==> src/rtl/fifo_pkg.sv <==
// Shared sizing helpers and default thresholds for the single-clock FIFO family.
package fifo_pkg;

  localparam int DEF_DWIDTH    = 8;
  localparam int DEF_AWIDTH    = 4;
  localparam int DEF_AEMPTY_TH = 2;

  function automatic int fifoCountWidth(input int awidth);
    return awidth + 1;
  endfunction

  function automatic int fifoDepth(input int awidth);
    return 1 << awidth;
  endfunction

  function automatic int defAfullTh(input int awidth);
    return (1 << awidth) - 2;
  endfunction

  // Smallest address width able to index 'depth' entries.
  function automatic int depthToAwidth(input int depth);
    int w;
    w = 0;
    while ((1 << w) < depth) w++;
    return w;
  endfunction

endpackage

==> src/rtl/fifo_sync_ram.sv <==
// FIFO storage array: synchronous write port with enable, asynchronous read port.
module fifo_sync_ram
  import fifo_pkg::*;
#(
  parameter int DWIDTH = DEF_DWIDTH,
  parameter int AWIDTH = DEF_AWIDTH
) (
  input  logic              clk,
  input  logic              i_wrEn,
  input  logic [AWIDTH-1:0] i_wrAddr,
  input  logic [DWIDTH-1:0] i_wrData,
  input  logic [AWIDTH-1:0] i_rdAddr,
  output logic [DWIDTH-1:0] o_rdData
);

  logic [DWIDTH-1:0] r_mem [fifoDepth(AWIDTH)];

  // Contents are deliberately not reset; the pointers define what is valid.
  always_ff @(posedge clk) begin
    if (i_wrEn) r_mem[i_wrAddr] <= i_wrData;
  end

  assign o_rdData = r_mem[i_rdAddr];

endmodule

==> src/rtl/fifo_sync.sv <==
// Single-clock FIFO with occupancy count, threshold flags and error pulses.
// Define FIFO_FWFT_EN for first-word-fall-through reads; default is a registered read.
module fifo_sync
  import fifo_pkg::*;
#(
  parameter int DWIDTH    = DEF_DWIDTH,
  parameter int AWIDTH    = DEF_AWIDTH,
  parameter int AFULL_TH  = defAfullTh(AWIDTH),
  parameter int AEMPTY_TH = DEF_AEMPTY_TH
) (
  input  logic                               clk,
  input  logic                               rst,
  input  logic                               wr_en,
  input  logic [DWIDTH-1:0]                  wdata,
  input  logic                               rd_en,
  output logic [DWIDTH-1:0]                  rdata,
  output logic                               rvalid,
  output logic                               full,
  output logic                               empty,
  output logic                               almost_full,
  output logic                               almost_empty,
  output logic [fifoCountWidth(AWIDTH)-1:0]  count,
  output logic                               overflow,
  output logic                               underflow
);

  localparam logic [AWIDTH:0]   DEPTH_C   = {1'b1, {AWIDTH{1'b0}}};
  localparam logic [AWIDTH:0]   CNT_ONE   = {{AWIDTH{1'b0}}, 1'b1};
  localparam logic [AWIDTH-1:0] PTR_ONE   = {{(AWIDTH-1){1'b0}}, 1'b1};
  localparam logic [AWIDTH:0]   AFULL_C   = AFULL_TH[AWIDTH:0];
  localparam logic [AWIDTH:0]   AEMPTY_C  = AEMPTY_TH[AWIDTH:0];

  logic [AWIDTH-1:0] r_wrPtr;
  logic [AWIDTH-1:0] r_rdPtr;
  logic [AWIDTH:0]   r_count;
  logic              r_overflow;
  logic              r_underflow;
  logic              w_wrAccept;
  logic              w_rdAccept;
  logic [DWIDTH-1:0] w_ramData;

  assign full         = (r_count == DEPTH_C);
  assign empty        = (r_count == '0);
  assign almost_full  = (r_count >= AFULL_C);
  assign almost_empty = (r_count <= AEMPTY_C);
  assign count        = r_count;
  assign overflow     = r_overflow;
  assign underflow    = r_underflow;

  // Full blocks writes even when a read is popping; empty never bypasses write data.
  assign w_wrAccept = wr_en && !full;
  assign w_rdAccept = rd_en && !empty;

  fifo_sync_ram #(
    .DWIDTH(DWIDTH),
    .AWIDTH(AWIDTH)
  ) u_ram (
    .clk     (clk),
    .i_wrEn  (w_wrAccept),
    .i_wrAddr(r_wrPtr),
    .i_wrData(wdata),
    .i_rdAddr(r_rdPtr),
    .o_rdData(w_ramData)
  );

  always_ff @(posedge clk) begin
    if (rst) begin
      r_wrPtr     <= '0;
      r_rdPtr     <= '0;
      r_count     <= '0;
      r_overflow  <= 1'b0;
      r_underflow <= 1'b0;
    end else begin
      if (w_wrAccept) r_wrPtr <= r_wrPtr + PTR_ONE;
      if (w_rdAccept) r_rdPtr <= r_rdPtr + PTR_ONE;
      case ({w_wrAccept, w_rdAccept})
        2'b10:   r_count <= r_count + CNT_ONE;
        2'b01:   r_count <= r_count - CNT_ONE;
        default: r_count <= r_count;
      endcase
      r_overflow  <= wr_en && !w_wrAccept;
      r_underflow <= rd_en && !w_rdAccept;
    end
  end

`ifdef FIFO_FWFT_EN
  // Head entry shown combinationally; masked to zero while nothing is stored.
  assign rvalid = !empty;
  assign rdata  = empty ? '0 : w_ramData;
`else
  logic [DWIDTH-1:0] r_rdata;
  logic              r_rvalid;

  always_ff @(posedge clk) begin
    if (rst) begin
      r_rdata  <= '0;
      r_rvalid <= 1'b0;
    end else begin
      r_rvalid <= w_rdAccept;
      if (w_rdAccept) r_rdata <= w_ramData;
    end
  end

  assign rvalid = r_rvalid;
  assign rdata  = r_rdata;
`endif

endmodule
==> config.mk <==
export PLATFORM = sky130hd
export DESIGN_NAME = fifo_sync
export DESIGN_NICKNAME = d
export VERILOG_FILES = /design/src/rtl/fifo_pkg.sv /design/src/rtl/fifo_sync_ram.sv /design/src/rtl/fifo_sync.sv
export SDC_FILE = /design/constraint.sdc
export NUM_CORES = 1
export LEC_CHECK = 0
export ABC_AREA = 1
export ABC_CLOCK_PERIOD_IN_PS = 2400
export CELL_PAD_IN_SITES_DETAIL_PLACEMENT = 0
export CELL_PAD_IN_SITES_GLOBAL_PLACEMENT = 1
export CORE_UTILIZATION = 35
export CTS_BUF_LIST = sky130_fd_sc_hd__clkbuf_8
export CTS_CLUSTER_SIZE = 8
export DETAILED_ROUTE_END_ITERATION = 10
export GPL_TIMING_DRIVEN = 0
export PLACE_DENSITY = 0.59
export SLEW_MARGIN = 10
export SYNTH_ARGS = -nofsm -noshare
export SYNTH_HDL_FRONTEND = slang
export SYNTH_HIERARCHICAL = 1
export SYNTH_SLANG_ARGS = --single-unit
==> constraint.sdc <==
create_clock -name clk -period 2.4 [get_ports clk]
set_input_delay 0.24 -clock clk [delete_from_list [all_inputs] [get_ports clk]]
set_output_delay 0.24 -clock clk [all_outputs]
set_load 0.02 [all_outputs]
# --- Word-level counts from Yosys, hierarchy flattened ---
# Memory sizes are Yosys's and may differ from the RTL's. A register that Yosys moved wholly into a read port is not among the register bits.
# Cells that the tools add are included.
totals:
  mem_count: 1
  ramBits: 128
  reg_bits: 16
  input_bits: 12
  wordCells: 29
classes:
  reduce_logical: 10
  n_eq_ne: 3
  mux: 3
  add_sub_neg: 4
  n_lt_le_gt_ge: 2
mem_list:
  columns: ["memory", "words", "word_bits", "rd", "rd_clocked_by_memory_dff", "wr", "line_no", "rtl"]
  rows:
  - ["u_ram.r_mem", 16, 8, 1, 1, 1, "fifo_sync_ram.sv:16", "logic [DWIDTH-1:0] r_mem [fifoDepth(AWIDTH)];"]
ops:
  columns: ["cell", "n"]
  rows:
  - ["case mux 5 bit (2 select lines)", 1]
  - ["adder 4 x 1 -> 4 bit (second input constant)", 2]
  - ["adder 5 x 1 -> 5 bit (second input constant)", 1]
  - ["== test 5 bit (second input constant)", 1]
  - ["greater-or-equal comparator 5 x 4 -> 1 bit (second input constant)", 1]
  - ["<= comparator 5 x 2 -> 1 bit (second input constant)", 1]
  - ["zero test 5 bit", 1]
  - ["subtractor 5 x 1 -> 5 bit (second input constant)", 1]
  - ["logical AND 1 bit", 4]
  - ["zero test 1 bit", 4]
  - ["== test 2 x 1 -> 1 bit (second input constant)", 1]
  - ["== test 2 bit (second input constant)", 1]
  - ["two-way mux 1 bit", 2]
  - ["nonzero test 2 bit", 1]

# --- Longest topological paths before layout ---
logic_depth:
  depth_word: 5
  mapped_depth: 16
  depth_no_buf: 15

# --- By module ---
# The synthesis kept the hierarchy.
modules_own_cells:
  columns: ["module", "n_inst", "area_per_inst_um2", "seq_area_each_um2", "cells_per_inst"]
  rows:
  - ["fifo_sync_ram", 1, 5606.6, 3843.7, 543]
  - ["fifo_sync", 1, 1206.2, 480.5, 159]

# --- Least setup slack after synthesis ---
# No wires, ideal clock.
synth_path:
  path_type: "register to register"
  from: "register r_count[4], in the netlist count[4]"
  to: "register r_count[4], in the netlist count[4]"
  slack_ns: 0.226
  t_required_ns: 2.291
  stages_incl_launch_ff: 17
  setup_time_ns: 0.109
  arrival_ns: 2.065
  path_cell_list: "dfxtp_1 -> inv_1 -> nand3_4 -> nand2_4 -> inv_4 -> buf_12 -> ha_1 -> inv_1 -> fa_1 -> inv_1 -> nand2_1 -> nand2_1 -> nand2_1 -> nand2_1 -> nand3_1 -> nand2_1 -> inv_1"
synth_between:
  elab_chain_cells: 5
synth_rtl:
  columns: ["element", "line_no", "rtl"]
  rows:
  - ["start, declared", "fifo_sync.sv:35", "logic [AWIDTH:0] r_count;"]
  - ["start signal, assigned", "fifo_sync.sv:77", "2'b10: r_count <= r_count + CNT_ONE;"]
  - ["start signal, assigned", "fifo_sync.sv:78", "2'b01: r_count <= r_count - CNT_ONE;"]
  - ["start signal, assigned", "fifo_sync.sv:79", "default: r_count <= r_count;"]
  - ["zero test 5 bit *", "fifo_sync.sv:43", "assign empty = (r_count == '0);"]
  - ["zero test 1 bit *", "fifo_sync.sv:52", "assign w_rdAccept = rd_en && !empty;"]
  - ["logical AND 1 bit *", "fifo_sync.sv:52", null]
  - ["net w_rdAccept", "fifo_sync.sv:39", "logic w_rdAccept;"]
  - ["== test 2 x 1 -> 1 bit or == test 2 bit (tied branches)", "fifo_sync.sv:76", "case ({w_wrAccept, w_rdAccept})"]
  - ["case mux 5 bit (2 select lines) or nonzero test 2 bit (tied branches)", null, null]
# The timed path passes the listed nets; every way through them passes the cells marked *.
# A chain may end at the register's enable or synchronous reset.

# --- Worst setup path in the final report ---
layout_path:
  from: "register r_count[0], in the netlist count[0]"
  to: "memory u_ram/r_mem[14][1] (netlist bit), enable pin"
layout_between:
  elab_chain_cells: 5
layout_rtl:
  columns: ["element", "line_no", "rtl"]
  rows:
  - ["== test 5 bit", "fifo_sync.sv:42", "assign full = (r_count == DEPTH_C);"]
  - ["zero test 1 bit", "fifo_sync.sv:51", "assign w_wrAccept = wr_en && !full;"]
  - ["logical AND 1 bit", "fifo_sync.sv:51", null]
  - ["net w_wrAccept", "fifo_sync.sv:38", "logic w_wrAccept;"]
  - ["two-way mux 1 bit", "fifo_sync_ram.sv:20", "if (i_wrEn) r_mem[i_wrAddr] <= i_wrData;"]
  - ["two-way mux 1 bit (implied by the code)", "fifo_sync_ram.sv:20", null]
  - ["end, declared", "fifo_sync_ram.sv:16", null]
# The timed path passes the listed nets, and every way through them passes these cells.

==> metrics.md <==
| Metric | Value |
|---|---|
| WHS Path Cells | 3 |
| Die width | 142 um |
| First-pass GRT wire length | 26.6 mm |
| CP cell instances | nor2_4 > nand3_2 > nand2_2 > inv_2 > nand3_1 > nor2_1 |
| Number of DRC markers in iteration 0 | 339 |
| Leakage | 3.31 nW |
| Vias in the first global route | 4562 |
| Nets@finish | 771 |
| Fin. Hold Viols | 0 |
| Rel. slew slack | 0.382 |
| Core area | 0.0189 mm2 |
| Met2 routed WL | 8.55 mm |
| Clock transition at path regs | 0.08 ns |
| Placed Area | 0.00745 mm2 |
| Pins over their slew limit | 0 |
| Design area | 0.00784 mm2 |
| Syn_area_per_cell | 9.70 um2 |
| Final period utilization | 0.933 |
| Drc violations | 0 |
| Antenna-violating nets left | 0 |
| # clock sinks | 152 |
| Inserted Diodes | 0 |
| Clk Latency, worst-skew pair | 0.45 ns |
| Pin count of the biggest net entering global routing | 17 |
| Seq. cell area | 0.00433 mm2 |
| Status | complete, no violations |
| CP Launch Type | flop |
| Seq cells post-synth | 152 |
| Min-Delay Endpoint | overflow$_SDFF_PP0_ |
| Clock Path Buffers | 2 |
| Die area | 0.0200 mm2 |
| Initial core utilization | 0.361 |
| Slowest cell on the critical path | nor2_1 |
| DR vias | 4750 |
| RD Place Congestion | 0.888 |
| Multi-input gate area | 0.00182 mm2 |
| H-tree Lvls | 4 |
| Worst reg-to-reg path cell count | 6 |
| Final setup violation count | 0 |
| Cell Area, Synth | 0.00681 mm2 |
| Maximum vdd drop | 0.353 mV |
| Final HPWL DP | 12.4 mm |
| Least-Margin Pin Slew | 0.923 ns |
| WL final | 17.6 mm |
| Arrival time worst endpoint | 2.32 ns |
| Die Y | 142 um |
| Final worst slack | 0.160 ns |
| Area Overhead vs Synth | 15.0% |
| CP required | 2.48 ns |
| Syn Nets | 721 |
| Hold WC Path Type | input port to flop |
| PwrDens | 975 mW/mm2 |
| Pre-CTS WS | -0.0914 ns |
| Ports | 32 |
| Crit Path Max Fanout | 8 |
| Post-DR wirelength/cell | 17.2 um |
| Synth Warn # | 6 |
| IO buf count | 31 |
| TritonCTS clock tree | done |
| FILL cells | 1907 |
| Wl on met1 | 8.10 mm |
| Number of library cell types mapped by synthesis | 31 |
| Routed wl met3 | 620 um |
| Tot GR Track Use | 0.187 |
| Synth Instances | 702 |
| Terminus of the critical flop-to-flop path | u_ram/r_mem[14][1]$_DFFE_PP_ |
| CTS Buf Count | 17 |
| Final Skew | 0.00885 ns |
| Layout cells sized above 1 | 0.0941 |
| RSZ-0062 raised after global routing | false |
| Clock Root Buffer | clkbuf_8 |
| Final core occ | 0.415 |
| CTS Hold Bufs | 0 |
| Setup crit end kind | flop |
| Top routing layer in use | met4 |
| Std-Cell Rows | 50 |
| Max cap viols | 0 |
| Hold Path Origin | wr_en |
| Sequential element share of the synthesized area | 0.635 |
| GRT overflow | 0 |
| Achievable frequency | 0.446 GHz |
| Vias per cell | 4.63 |
| Antenna violations before repair | 1 |
| Largest stage delay, worst path | 0.71 ns |
| Drt first pass iters | 5 |
| Reg-to-Reg Start | count[0]$_SDFFE_PP0P_ |
| Power Total | 0.00764 W |
| Min Tclk post-route | 2.24 ns |
| Crit Path Class | flop to flop |
| Reg2reg setup slack | 0.16 ns |
-- state kept, by name (all words and copies together), names as in the netlist --
signal / count
u_ram/r_mem: 128
rdata: 8
count: 5
r_rdPtr: 4
r_wrPtr: 4
overflow: 1
rvalid: 1
underflow: 1
-- critical path, delay by kind of cell (launching register included) --
kind,cells,cell delay (ns)
flip-flops,1,0.43
buffers and inverters,1,0.14
AND/OR/NAND/NOR,5,1.29
-- per-stage QoR --
stage                     hold WS, ns  instances  TNS [ns]
final                           0.463       1025         0
after global routing            0.474       1025         0
after CTS                       0.444       1025         0
after detailed placement        0.472        993    -0.473
after global placement          0.476        993   -0.0781
after floorplan                 0.302        702         0
-- final cells by class --
| type | count | share of cell area |
|---|---|---|
| Sequential cell | 152 | 0.552 |
| Multi-Input combinational cell | 396 | 0.232 |
| Inverter | 127 | 0.0611 |
| Tap cell | 260 | 0.0415 |
| Timing Repair Buffer | 31 | 0.0396 |
| Clock buffer | 17 | 0.0299 |
| Buffer | 27 | 0.0259 |
| Clock inverter | 15 | 0.0174 |
-- logic make-up (layout without fill, tap and decap cells) --
group / after synthesis / after routing / share of synthesized area
simple gates: 361 / 361 / 0.228
buf+inv: 154 / 217 / 0.100
flops: 152 / 152 / 0.635
compound gates: 25 / 25 / 0.0193
fa+ha+maj: 7 / 7 / 0.0140
xor+xnor: 3 / 3 / 0.00386
-- how the worst max path moves through the flow --
stage	start	to	cells after the start
final	count[0]$_SDFFE_PP0P_	u_ram/r_mem[14][1]$_DFFE_PP_	6
after global routing	count[2]$_SDFFE_PP0P_	u_ram/r_mem[14][1]$_DFFE_PP_	6
after CTS	count[0]$_SDFFE_PP0P_	u_ram/r_mem[14][1]$_DFFE_PP_	6
after detailed placement	rd_en	count[4]$_SDFFE_PP0P_	15
after global placement	rd_en	count[4]$_SDFFE_PP0P_	15
after floorplan	count[4]$_SDFFE_PP0P_	count[4]$_SDFFE_PP0P_	16
-- synth_stat cells (all sizes together) --
master,number,area (um2)
nand2,197,749
edfxtp,128,3840
inv,127,479
nand3,109,563
nor2,50,208
buf,27,203
dfxtp,24,480
o21ai,15,75.1
a21oi,9,48.8
ha,6,75.1
nand3b,2,15.0
nand4,2,12.5
xor2,2,17.5
fa,1,20.0
o31ai,1,7.51
or2,1,6.26
xnor2,1,8.76
-- power by group --
group	switching (W)	internal, W
Clock	0.000957	0.000901
Combinational	0.00165	0.000951
Sequential	0.000142	0.00304
-- layer usage --
layer	vias to the layer above	track usage
li1	2353	-
met1	2289	0.250
met2	83	0.307
met3	25	0.0314
met4	0	0.0719
met5	-	0
-- cells in the final DEF, fill, tap and decap left out, types with 4 or more instances in the layout --
cell and count:
nand2_1 195, edfxtp_1 128, inv_1 123, nand3_1 107, nor2_1 45, clkdlybuf4s50_1 31, dfxtp_1 21, clkbuf_8 17
buf_2 14, o21ai_0 12, a21oi_1 8, buf_6 7, ha_1 5, clkinv_1 5, clkinvlp_4 4, buf_4 4
-- timing repair --
item,4_1_cts,5_1_grt
setup endpoints to repair,1,27
buffers inserted,0,0
resized for setup,1,5
No activity file was read; power rests on OpenSTA's default activity.
